===== src/rtl/rotate_restore_seq.sv =====
// Bit-serial inverse rotator: undoes an AMT-place rotation in direction DIR,
// one place per clock, under a start/busy/done handshake.
module rotate_restore_seq #(
  parameter int N  = 8,
  parameter int AW = $clog2(N)
) (
  input  logic          clk,
  input  logic          n_reset,
  input  logic          start,
  input  logic [N-1:0]  din,
  input  logic          dir,
  input  logic [AW-1:0] amt,
  output logic          busy,
  output logic          done,
  output logic [N-1:0]  dout
);

  typedef enum logic [1:0] {
    S_IDLE = 2'd0,
    S_ROT  = 2'd1,
    S_DONE = 2'd2
  } state_t;

  state_t        state_reg, state_next;
  logic [N-1:0]  dout_reg, dout_next;
  logic [AW-1:0] cnt_reg, cnt_next;
  logic          dir_reg, dir_next;

  logic [N-1:0]  rotl_w;
  logic [N-1:0]  rotr_w;

  // One-place rotations of the working register in both directions.
  for (genvar gi = 0; gi < N; gi++) begin : g_rot
    assign rotl_w[gi] = dout_reg[(gi + N - 1) % N];
    assign rotr_w[gi] = dout_reg[(gi + 1) % N];
  end

  always_ff @(posedge clk or negedge n_reset) begin
    if (!n_reset) begin
      state_reg <= S_IDLE;
      dout_reg  <= '0;
      cnt_reg   <= '0;
      dir_reg   <= 1'b0;
    end else begin
      state_reg <= state_next;
      dout_reg  <= dout_next;
      cnt_reg   <= cnt_next;
      dir_reg   <= dir_next;
    end
  end

  always_comb begin
    state_next = state_reg;
    dout_next  = dout_reg;
    cnt_next   = cnt_reg;
    dir_next   = dir_reg;
    unique case (state_reg)
      S_IDLE: begin
        if (start) begin
          dout_next  = din;
          cnt_next   = amt;
          dir_next   = dir;
          state_next = (amt != '0) ? S_ROT : S_DONE;
        end
      end
      S_ROT: begin
        // Rotate opposite to the original direction; cnt is never 0 here.
        dout_next = dir_reg ? rotl_w : rotr_w;
        cnt_next  = cnt_reg - AW'(1);
        if (cnt_reg == AW'(1)) begin
          state_next = S_DONE;
        end
      end
      S_DONE: begin
        state_next = S_IDLE;
      end
      default: begin
        state_next = S_IDLE;
      end
    endcase
  end

  assign busy = (state_reg == S_ROT);
  assign done = (state_reg == S_DONE);
  assign dout = dout_reg;

endmodule


===== config.mk =====
export PLATFORM = sky130hd
export DESIGN_NAME = rotate_restore_seq
export DESIGN_NICKNAME = d
export VERILOG_FILES = /design/src/rtl/rotate_restore_seq.sv
export SDC_FILE = /design/constraint.sdc
export NUM_CORES = 1
export LEC_CHECK = 0
export ABC_AREA = 1
export ABC_CLOCK_PERIOD_IN_PS = 1600
export CORE_UTILIZATION = 45
export CTS_BUF_LIST = sky130_fd_sc_hd__clkbuf_8 sky130_fd_sc_hd__clkbuf_16
export DETAILED_ROUTE_END_ITERATION = 7
export PLACE_DENSITY_LB_ADDON = 0.3
export SYNTH_ARGS = -nofsm -noshare
export SYNTH_HDL_FRONTEND = slang
export SYNTH_SLANG_ARGS = --single-unit

===== constraint.sdc =====
create_clock -name clk -period 1.6 [get_ports clk]
set_clock_uncertainty 0.15 [all_clocks]
set_input_delay 0.16 -clock clk [delete_from_list [all_inputs] [get_ports clk]]
set_output_delay 0.16 -clock clk [all_outputs]
set_load 0.02 [all_outputs]

---- After elaboration in Yosys (flattened, before gate mapping) ----
Cells that the tools add are included.
word-level totals
  bits in registers ....................... 14
  input bits .............................. 15
  output and inout bits ................... 10
  logic and storage cells ................. 25
operators by class
  add/sub/neg operators ................... 1
  eq/ne operators ......................... 5
  multiplexer cells ....................... 9
  reduce and logical (&&, ||, !) cells .... 6
operators with widths
  kind                   count
  $mux W8                2
  $pmux W8 S2            1
  $mux W2                3
  $pmux W3 S2            1
  $reduce_and A2 Y1      3
  $pmux W2 S2            1
  $eq A3 B1 Y1 const B   1
  $mux W3                1
  $reduce_bool A3 Y1     1
  $sub A3 B1 Y3 const B  1
  $eq A2 B1 Y1 const B   1
  $eq A2 B2 Y1 const B   1
  $logic_not A2 Y1       1
  $ne A2 B1 Y1 const B   1
  $ne A2 B2 Y1 const B   1
  $reduce_bool A2 Y1     1

---- Depth between registers and ports, before layout ----
  word-level depth ........................ 4
  mapped depth ............................ 8
  depth with buffers taken out ............ 8

---- Worst setup path before layout ----
No wires, ideal clock.
  path type ............................... register -> register
  from .................................... register state_reg[0]
  to ...................................... register state_reg[0]
  library setup time ...................... 0.129 ns
  data arrival time ....................... 0.884 ns
  required time ........................... 1.321 ns
  setup slack ............................. 0.438 ns
  cell stages (with the launch flop) ...... 4
  path buffers ............................ 1
  clock period less this slack ............ 1.162 ns
  cells stage by stage .................... dfrtp_1 > o21ai_2 > buf_2 > o22ai_1
between the ends
  word-level cells in the longest chain between the ends .. 3
  elaborated cells between the ends (all ways) .. 6
  classes of those cells .................. eq/ne: 3; mux: 1; reduce/logical: 2
RTL lines
  element                                                               RTL line  text
  from (decl)                                                           24        state_t state_reg, state_next;
  from (signal assigned)                                                45        state_reg <= state_next;
  $eq A2 B1 Y1 / $logic_not A2 Y1 (equally long branches)               57        unique case (state_reg)
  $ne A2 B1 Y1 (no source line) / $ne A2 B2 Y1 (equally long branches)  n/a
  $reduce_and A2 Y1 (no source line)                                    n/a
Parallel ways exist; a longest one is shown, timed or not.
A chain may end at the register's enable or synchronous reset.

---- Worst setup path in the final report ----
  from .................................... register dout_reg[6] (netlist: dout[6])
  to ...................................... output port dout[6]
RTL lines
  element                 RTL line  text
  from (decl)             25        logic [N-1:0] dout_reg, dout_next;
  from (signal assigned)  46        dout_reg <= dout_next;
  to (decl)               15        output logic [N-1:0] dout
No word-level cell between the ends.

==> flow_summary.html <==
<table>
<tr><th>Metric</th><th>Value</th></tr>
<tr><th colspan="2">Outcome</th></tr>
<tr><td>Status</td><td>finished clean</td></tr>
<tr><th colspan="2">Finish</th></tr>
<tr><td>Most frequent standard cell in the layout excluding fill and tap cells</td><td>sky130_fd_sc_hd__nand2_1</td></tr>
<tr><td>Filler Cell Count</td><td>about 150</td></tr>
<tr><td>Max reg flops</td><td>8</td></tr>
<tr><td>N_diodes</td><td>0</td></tr>
<tr><td>Share of the core filled with cells</td><td>around two thirds</td></tr>
<tr><td>Final instance count without filler cells</td><td>around 190</td></tr>
<tr><td>Multi-input gate area in the final layout</td><td>428 µm²</td></tr>
<tr><td>Synthesis-to-layout area growth</td><td>39.5%</td></tr>
<tr><td>Final cell area excluding filler cells</td><td>0.00117 mm²</td></tr>
<tr><td>Net count of the finished layout</td><td>~180</td></tr>
<tr><td>Share of post-route cells with drive strength above 1</td><td>between 8 and 9%</td></tr>
<tr><td>Register area</td><td>~350 µm²</td></tr>
<tr><td>Commonest non-fill, non-tap cells in the layout</td><td>89 x sky130_fd_sc_hd__nand2_1, 16 x sky130_fd_sc_hd__clkdlybuf4s50_1, 14 x sky130_fd_sc_hd__dfrtp_1</td></tr>
<tr><th colspan="2">Power</th></tr>
<tr><td>Sw Share</td><td>roughly 48%</td></tr>
<tr><td>Worst vdd rail ir drop</td><td>around 0.00099 V</td></tr>
<tr><td>Sequential fraction of design power</td><td>29.7%</td></tr>
<tr><td>Combinational Power Share</td><td>roughly 59%</td></tr>
<tr><td>Final Total Pwr</td><td>about 2.4 mW</td></tr>
<tr><td>Switching Power</td><td>roughly 1.2 mW</td></tr>
<tr><td>Share of total power in the clock network</td><td>11.6%</td></tr>
<tr><td>Pwr/cell area</td><td>between 2000 and 2500 mW/mm²</td></tr>
<tr><td>Internal cell power</td><td>roughly 1.3 mW</td></tr>
<tr><td>Static leakage</td><td>0.722 nW</td></tr>
<tr><th colspan="2">CTS</th></tr>
<tr><td>Buffer count from post-CTS setup fixing</td><td>0</td></tr>
<tr><td>CTS buffer count</td><td>3</td></tr>
<tr><td>Register clock-pin slew on the reported worst setup and hold paths</td><td>approximately 0.060 ns</td></tr>
<tr><td>CTS tree</td><td>done</td></tr>
<tr><td>CTS HTree Levels</td><td>1</td></tr>
<tr><td>Root buffer cell</td><td>sky130_fd_sc_hd__clkbuf_8</td></tr>
<tr><td>Number of buffers between clock root and the deepest sink</td><td>2</td></tr>
<tr><td>Hold bufs inserted after CTS</td><td>0</td></tr>
<tr><td>Clock latency of the later-clocked register in the worst-skew pair</td><td>between 0.2 and 0.25 ns</td></tr>
<tr><td>Number of clock sinks</td><td>14</td></tr>
<tr><th colspan="2">Routing</th></tr>
<tr><td>Detailed-router iteration count before antenna repair</td><td>4</td></tr>
<tr><td>Sum of routed wire length over all layers</td><td>1980 µm</td></tr>
<tr><td>Count of routing violations after the opening detailed-route iteration</td><td>21</td></tr>
<tr><td>Mean number of vias per cell</td><td>approximately 4.7</td></tr>
<tr><td>Residual antenna-violating net count after detailed routing</td><td>0</td></tr>
<tr><td>Routed wirelength normalized by instance count</td><td>between 10 and 15 µm</td></tr>
<tr><td>Routed via count</td><td>between 800 and 900</td></tr>
<tr><td>Count of unresolved DRC violations after routing</td><td>0</td></tr>
<tr><th colspan="2">Placement</th></tr>
<tr><td>Post-detailed-placement half-perimeter wirelength</td><td>roughly 1400 µm</td></tr>
<tr><td># placed instances</td><td>about 180</td></tr>
<tr><td>Placed Area</td><td>0.00112 mm²</td></tr>
<tr><td>Number of buffers added on ports</td><td>24</td></tr>
<tr><td>RePlAce Congestion</td><td>around 0.8</td></tr>
<tr><td>Setup slack after placement</td><td>around 0.13 ns</td></tr>
<tr><th colspan="2">GRT</th></tr>
<tr><td>Pin count of the biggest net entering global routing</td><td>15</td></tr>
<tr><td>Overall routing resource usage</td><td>a little over a fifth</td></tr>
<tr><td>Global-route wire length before repair</td><td>3180 µm</td></tr>
<tr><td>Initial antenna violation count</td><td>0</td></tr>
<tr><td>Vias in the first global route</td><td>750</td></tr>
<tr><td>Remaining Overflow, GRT</td><td>0</td></tr>
<tr><th colspan="2">Floorplanning</th></tr>
<tr><td>Initial cell density of the core</td><td>48.2%</td></tr>
<tr><td>Die outline area</td><td>around 0.0020 mm²</td></tr>
<tr><td>Overall die height</td><td>approximately 45 µm</td></tr>
<tr><td>Std-Cell Core Area</td><td>roughly 0.0017 mm²</td></tr>
<tr><td>Horizontal die dimension</td><td>45.3 µm</td></tr>
<tr><td>Total number of placement rows</td><td>15</td></tr>
<tr><td>Number of top-level design ports</td><td>25</td></tr>
<tr><th colspan="2">Synth</th></tr>
<tr><td>Mean area per synthesized cell</td><td>about 6.3 µm²</td></tr>
<tr><td>Post-Synthesis Cell Area</td><td>roughly 840 µm²</td></tr>
<tr><td>Post-synthesis cell type count</td><td>15</td></tr>
<tr><td>Synthesis-stage register bit count</td><td>14</td></tr>
<tr><td>Top-area cell type share of the netlist area</td><td>between 40% and 50%</td></tr>
<tr><td>Synthesized netlist cell count</td><td>roughly 130</td></tr>
<tr><td>Syn Nets</td><td>150</td></tr>
<tr><td>Post-synth top area cell</td><td>sky130_fd_sc_hd__dfrtp_1</td></tr>
<tr><td>Top cells by area, synth</td><td>sky130_fd_sc_hd__dfrtp_1 42%, sky130_fd_sc_hd__nand2_1 40%, sky130_fd_sc_hd__inv_1 3.1%</td></tr>
<tr><td>YS warnings</td><td>0</td></tr>
<tr><td>Part of the Yosys area used for sequential elements</td><td>between 40% and 50%</td></tr>
<tr><th colspan="2">Critical path</th></tr>
<tr><td>Series of cell instances along the critical path</td><td>clkdlybuf4s50_1</td></tr>
<tr><td>Biggest fanout along the worst timing path</td><td>4</td></tr>
<tr><td>Worst Setup End Kind</td><td>output pin</td></tr>
<tr><td>Slack of the worst reg-to-reg path</td><td>between 0.2 and 0.3 ns</td></tr>
<tr><td>Worst setup SP type</td><td>flip-flop</td></tr>
<tr><td>Slowest stage cell on the critical path</td><td>sky130_fd_sc_hd__clkdlybuf4s50_1</td></tr>
<tr><td>Delay contributed by the slowest stage of the critical path</td><td>0.62 ns</td></tr>
<tr><td>Category of the most critical setup path</td><td>reg -&gt; out</td></tr>
<tr><td>Data arrival time at the worst-slack endpoint</td><td>between 1 and 1.5 ns</td></tr>
<tr><td>Top Family by Delay on Critical Path</td><td>buffers and inverters</td></tr>
<tr><td>Critical path buffer and inverter count</td><td>1</td></tr>
<tr><td>Depth of the critical timing path with buffers and inverters included</td><td>1</td></tr>
<tr><td>Number of cells traversed by the worst register-to-register path</td><td>6</td></tr>
<tr><td>Data required time at the worst endpoint</td><td>around 1.3 ns</td></tr>
<tr><th colspan="2">Hold path</th></tr>
<tr><td>Worst min-delay path category</td><td>in -&gt; async</td></tr>
<tr><th colspan="2">Run</th></tr>
<tr><td>Maximum capacitance violations</td><td>0</td></tr>
<tr><th colspan="2">STA</th></tr>
<tr><td>Number of failing hold endpoints at the final stage</td><td>0</td></tr>
<tr><td>Setup TNS Final</td><td>0 ns</td></tr>
<tr><td>Worst Max-Slew Pin Slew</td><td>~0.45 ns</td></tr>
<tr><td>Fin. max-slew vios</td><td>0</td></tr>
<tr><td>Minimum clock period</td><td>approximately 1.6 ns</td></tr>
<tr><td>RSZ-0062 raised after global routing</td><td>no</td></tr>
<tr><td>Highest attainable clock frequency</td><td>641 MHz</td></tr>
<tr><td>Headroom to the max-slew limit</td><td>a little over two thirds</td></tr>
<tr><td>Worst hold margin</td><td>0.0826 ns</td></tr>
<tr><td>Final WS setup</td><td>between 0.03 and 0.04 ns</td></tr>
<tr><td>Final-report setup violation count</td><td>0</td></tr>
<tr><td>Period utilization</td><td>97.5%</td></tr>
</table>
[per-layer routing]
layer	up-vias	track usage (%)	wire length, µm
li1	449	-	-
met5	-	0	0
met1	385	28.2	887
met3	2	4.80	123
met4	0	5.45	5
met2	34	35.7	962
[area by class of cell]
cell class,count,area share (%)
clock buffers,3,3.51
repair buffers,28,24.1
inverters,11,3.51
multi-input cells,104,36.4
well taps,25,2.66
flip-flops and latches,14,29.8
[path summary, 6_finish.rpt]
check	from	to
max in group asynchronous	n_reset	dout[4]$_DFFE_PN0P_
min in group clk	cnt_reg[1]$_DFFE_PN0P_	cnt_reg[1]$_DFFE_PN0P_
max reg2reg	state_reg[1]$_DFFE_PN0P_	cnt_reg[1]$_DFFE_PN0P_
max	dout[6]$_DFFE_PN0P_	dout[6]
min reg2reg	cnt_reg[1]$_DFFE_PN0P_	cnt_reg[1]$_DFFE_PN0P_
min	n_reset	dout[6]$_DFFE_PN0P_
[cells in the mapped netlist (all sizes together)]
library cell and instances:
nand3 2, dfrtp 14, nor2 5, o211ai 1
o21ai 3, buf 4, inv 11, ha 2
o22ai 1, nand2 89, a21oi 1
[what timing repair did]
action                                 in CTS  in global routing
resized for setup                           2                  6
cloned                                      0                  0
endpoints found under the hold margin       0                  0
setup endpoints to repair                   2                  6
[kinds of logic after synthesis]
family / share of synthesized area [%]
AOI/OAI and AO/OA: 4.46
adders and majority gates: 2.97
DFF: 41.6
buffers and inverters: 7.58
and+or+nand+nor: 43.4
[power by group through the flow]
stage          Clock [mW]  Sequential, mW  Combinational [mW]
2_1_floorplan           0           0.784               0.901
3_3_place_gp            0           0.718                1.42
3_5_place_dp            0           0.731                1.47
4_1_cts             0.290           0.726                1.46
5_1_grt             0.307           0.747                1.62
6_report            0.284           0.726                1.43
No activity file was read; power rests on OpenSTA's default activity.
==> RTL edit 1 (same settings) <==
Change the parameter `N` from 8 to 16.
--- a/src/rtl/rotate_restore_seq.sv
+++ b/src/rtl/rotate_restore_seq.sv
@@ -3,3 +3,3 @@
 module rotate_restore_seq #(
-  parameter int N  = 8,
+  parameter int N  = 16,
   parameter int AW = $clog2(N)
Ports: changed (resized amt, din and dout); port bits go from 25 to 42. The function was not compared with the original's and may differ.
==> RTL edit 1 against the unedited design <==
Utilization down 2.7 points; routed wire length up 65%; first-iteration DRC count up 90%; sequential power up 54%; critical path depth unchanged; worst setup slack worse by 0.029 ns; sequential cell count up 9; synthesized cell count up 71%; power up 70%; maximum frequency down 1.8%; synthesized area up 72%; cell area up 68%; global-route usage down 0.90 points; largest power group unchanged; highest routed layer unchanged.
==> RTL edit 1: results (changes against the unedited design) <==
Ys Warns=0 (unchanged); proportion of cell area occupied by registers=0.292 (-0.00650); Net count, final=297 (+66%); Post-Place Worst Slack=0.146 ns (+0.0136 ns); worst IR drop on VDD=0.000891 V (-10%); bufs w/o clock=49 (+75%); Top delay family on crit path=buffers and inverters; Hold Path Class=in -> async; Clock-cell share=0.0228 (-0.0123); Synthesized Nets=253 (+69%); crit path DAT=1.28 ns (+0.03 ns); max reg flops=16 (+8); antenna violations before repair=0 (unchanged); Vias=1472 (+69%); Rel. slew slack=0.801 (+0.0995); later-pin clock latency in the skew report=0.27 ns (+0.03 ns); gpl congestion=0.783 (-0.75%); Synth async-reset ratio=1.00 (unchanged); inverter count=26 (+15); vias in the first global route=1334 (+78%); share of cells above drive strength 1=0.0741 (-0.00718); top post-synthesis cells by area=dfrtp_1 (40%), nand2_1 (33%), nand3_1 (7.3%); ANT cells=0 (unchanged); Filler cells=305 (+99%); count of flip-flops with a built-in enable after synthesis=0 (unchanged); FF-to-FF path depth=6 (unchanged); wire length per cell=10.4 um (-2.6%); largest net degree at the start of global routing=24 (+9); clock slew at reported path FFs=0.09 ns (+0.03 ns); Net Sw Frac=0.491 (+0.0122); Overall Global Routing Usage=0.206 (-0.00897); Clock Sinks=23 (+9); Multi-input gate area=702 um^2 (+64%); NonClk Buf Share=0.250 (+0.00916); CTS max path bufs=2 (unchanged); post-DP HPWL=2.36 mm (+66%); DR pass1 iterations=4 (unchanged); Multi-In Gates=168 (+62%); status=finished clean; Starting DRT DRC Count=40 (+90%); Seq/Total Area, Yosys=0.398 (-0.0181); Cell variety after synth=18 (+3); Leakage=1.20 nW (+66%); worst-path fanout max=3 (-1); first-pass GRT wire length=5.46 mm (+72%); Post-synth top cells=nand2_1 (129), dfrtp_1 (23), inv_1 (22); # H-tree levels=1 (unchanged); clk root buf=clkbuf_8; PortBufs=41 (+71%)
RTL edit 1: cell count changes after synthesis, sizes merged, moves of 4 or more:
cell / delta
buf: +6
dfrtp: +9
nand2: +42
o21ai: +4
inv: +15
nand3: +20
RTL edit 1: kinds of logic after synthesis:
group                    Yosys count  synth area share
adder cells (fa/ha/maj)            2            0.0173
AND/OR/NAND/NOR                  158             0.438
buffers and inverters             36             0.117
AO/OA/AOI/OAI                      8            0.0303
flip-flops                        23             0.398
RTL edit 1: per-stage QoR:
stage / area, um^2 / instances
3_3_place_gp: 1910 / 310
3_5_place_dp: 1910 / 310
4_1_cts: 1950 / 314
5_1_grt: 1970 / 314
2_1_floorplan: 1450 / 227
6_report: 1970 / 314
RTL edit 1: timing repair:
| action | in CTS | in global routing |
|---|---|---|
| hold endpoints to repair | 0 | 0 |
| setup buffers | 0 | 0 |
| setup endpoints to repair | 2 | 10 |
| resized for setup | 2 | 10 |
RTL edit 1: per-layer routing:
metal  up-vias  global-route usage  routed length, um
met5         -                   0                  0
met4         0               0.116                 73
met3         8              0.0264                130
met2        36               0.342               1480
met1       660               0.260               1590
li1        768                   -                  -
RTL edit 1: path summary, 6_finish.rpt:
path                         startpoint         end  slack (ns)
min in group clk                    dir     dir_reg        0.32
min                             n_reset     dout[5]        0.09
min reg2reg                     dout[6]     dout[6]        0.37
max reg2reg                state_reg[0]  cnt_reg[1]        0.14
max                            dout[15]    dout[15]        0.01
max in group asynchronous       n_reset    dout[13]        0.97
RTL edit 1: power by group through the flow:
stage	clock [W]	combinational, W	sequential, W
after CTS	0.000364	0.00270	0.00112
final	0.000365	0.00266	0.00112
after detailed placement	0	0.00270	0.00113
after floorplan	0	0.00166	0.00131
after global placement	0	0.00266	0.00113
after global routing	0.000398	0.00299	0.00115
==> RTL edit 2 (same settings) <==
Without the edit above. Register the inputs `start`, `din`, `dir` and `amt` before use, without a reset. The logic sees them one clock later.
--- a/src/rtl/rotate_restore_seq.sv
+++ b/src/rtl/rotate_restore_seq.sv
@@ -22,2 +22,14 @@
   } state_t;
+
+  logic start_q;
+  logic [N-1:0] din_q;
+  logic dir_q;
+  logic [AW-1:0] amt_q;
+
+  always_ff @(posedge clk) begin
+    start_q <= start;
+    din_q   <= din;
+    dir_q   <= dir;
+    amt_q   <= amt;
+  end
 
@@ -58,7 +70,7 @@
       S_IDLE: begin
-        if (start) begin
-          dout_next  = din;
-          cnt_next   = amt;
-          dir_next   = dir;
-          state_next = (amt != '0) ? S_ROT : S_DONE;
+        if (start_q) begin
+          dout_next  = din_q;
+          cnt_next   = amt_q;
+          dir_next   = dir_q;
+          state_next = (amt_q != '0) ? S_ROT : S_DONE;
         end
Function: changed (a bounded check fails within 4 cycles, from zero or initial values and one cycle with n_reset low).
==> RTL edit 2 against the unedited design <==
Synthesized cell count rose by 8.3%; routed wire length is 14% higher; count of clock-buffer cells in the layout stayed put; die area grew 31%; power increased by 18%; sequential share of layout area increased by 13 points; cell area is 22% higher; maximum frequency grew 3.6%; worst setup slack improved by 0.055 ns; sequential cell count rose by 13; first-iteration DRC count shrank 24%; synthesized area up 33%; highest routed layer unchanged; final cell count rose by 8.1%.
==> RTL edit 2: results (changes against the unedited design) <==
status=finished clean; gpl congestion=0.857 (+8.6%); post-DP HPWL=1.65 mm (+16%); Post-Route WL=2.25 mm (+14%); later-pin clock latency in the skew report=0.28 ns (+0.04 ns); first-pass GRT wire length=3.59 mm (+13%); Seq/Total Area, Yosys=0.547 (+0.131); R2R Path End=dout[7]; final design area excluding fillers=0.00143 mm^2 (+22%); slowest CP cell=dfrtp_2; Starting DRT DRC Count=16 (-24%); Worst R2R Setup Slack=0.33 ns (+0.07 ns); clock slew at reported path FFs=0.10 ns (+0.04 ns); wire length per cell=11.2 um (+5.1%); Vias/cell=4.85 (+3.1%); top post-synthesis cells by area=dfrtp_1 (31%), nand2_1 (29%), dfxtp_1 (23%); Critical R2R Launch=dir_reg; Leakage=0.775 nW (+7.2%); Area after DPL=0.00139 mm^2 (+24%); placed cells=196 (+7.7%); Synth async-reset ratio=0.519 (-0.481); worst IR drop on VDD=0.00123 V (+24%); CP Capture Point=busy; vias in the first global route=862 (+15%); Top delay family on crit path=flip-flops; worst slew pin tran=0.312 ns (-0.135 ns); FF-to-FF path depth=7 (+1); crit path from=state_reg[0]; Filler cells=206 (+35%); Post-synth top cells=nand2_1 (85), dfrtp_1 (14), dfxtp_1 (13)
RTL edit 2: cell count changes after synthesis, sizes merged:
cell	delta
o211ai	+1
nand2	-3
dfxtp	+13
nand4	+1
o21ai	-1
RTL edit 2: cell type report:
type | instances | area [um^2] | area share
timing repair buffer | 28 | 258 | 0.180
inverter | 11 | 41.3 | 0.0289
sequential | 27 | 612 | 0.428
clock buffer | 3 | 41.3 | 0.0289
multi-input combinational | 102 | 433 | 0.303
clock inverter | 1 | 8.76 | 0.00613
tap | 28 | 35.0 | 0.0245
RTL edit 2: routing by layer:
metal	track usage	up-vias	part of all wire
met4	0.0766	0	0.0022
met5	0	-	0
li1	-	489	-
met2	0.314	33	0.48
met3	0.0614	2	0.060
met1	0.218	446	0.46
RTL edit 2: through the flow:
step / hold WS, ns / worst slack (ns)
finish: 0.0313 / 0.0941
global placement: 0.312 / 0.101
CTS: 0.0311 / 0.0362
detailed placement: 0.331 / 0.0860
floorplan: -0.286 / 0.451
global route: 0.0439 / 0.0227
RTL edit 2: logic make-up (layout without fill, tap and decap cells):
kind of cell	Yosys count	count (layout)	share of synthesized area
and+or+nand+nor	94	94	0.330
DFF	27	27	0.547
AOI/OAI and AO/OA	6	6	0.0359
buffers and inverters	15	43	0.0650
adders and majority gates	2	2	0.0224
RTL edit 2: power by group:
| part | total [W] | internal [W] | switching [W] |
|---|---|---|---|
| clock network | 0.000403 | 0.000183 | 0.000220 |
| registers | 0.00109 | 0.000877 | 0.000210 |
| logic | 0.00140 | 0.000529 | 0.000870 |
| total | 0.00289 | 0.00159 | 0.00130 |
RTL edit 2: repair_timing:
item                                   4_1_cts  5_1_grt
gates resized for setup                     10        1
buffers inserted                             0        0
hold buffers                                 0        0
setup endpoints to repair                   10        1
endpoints found under the hold margin        0        0
pin swaps                                    0        0
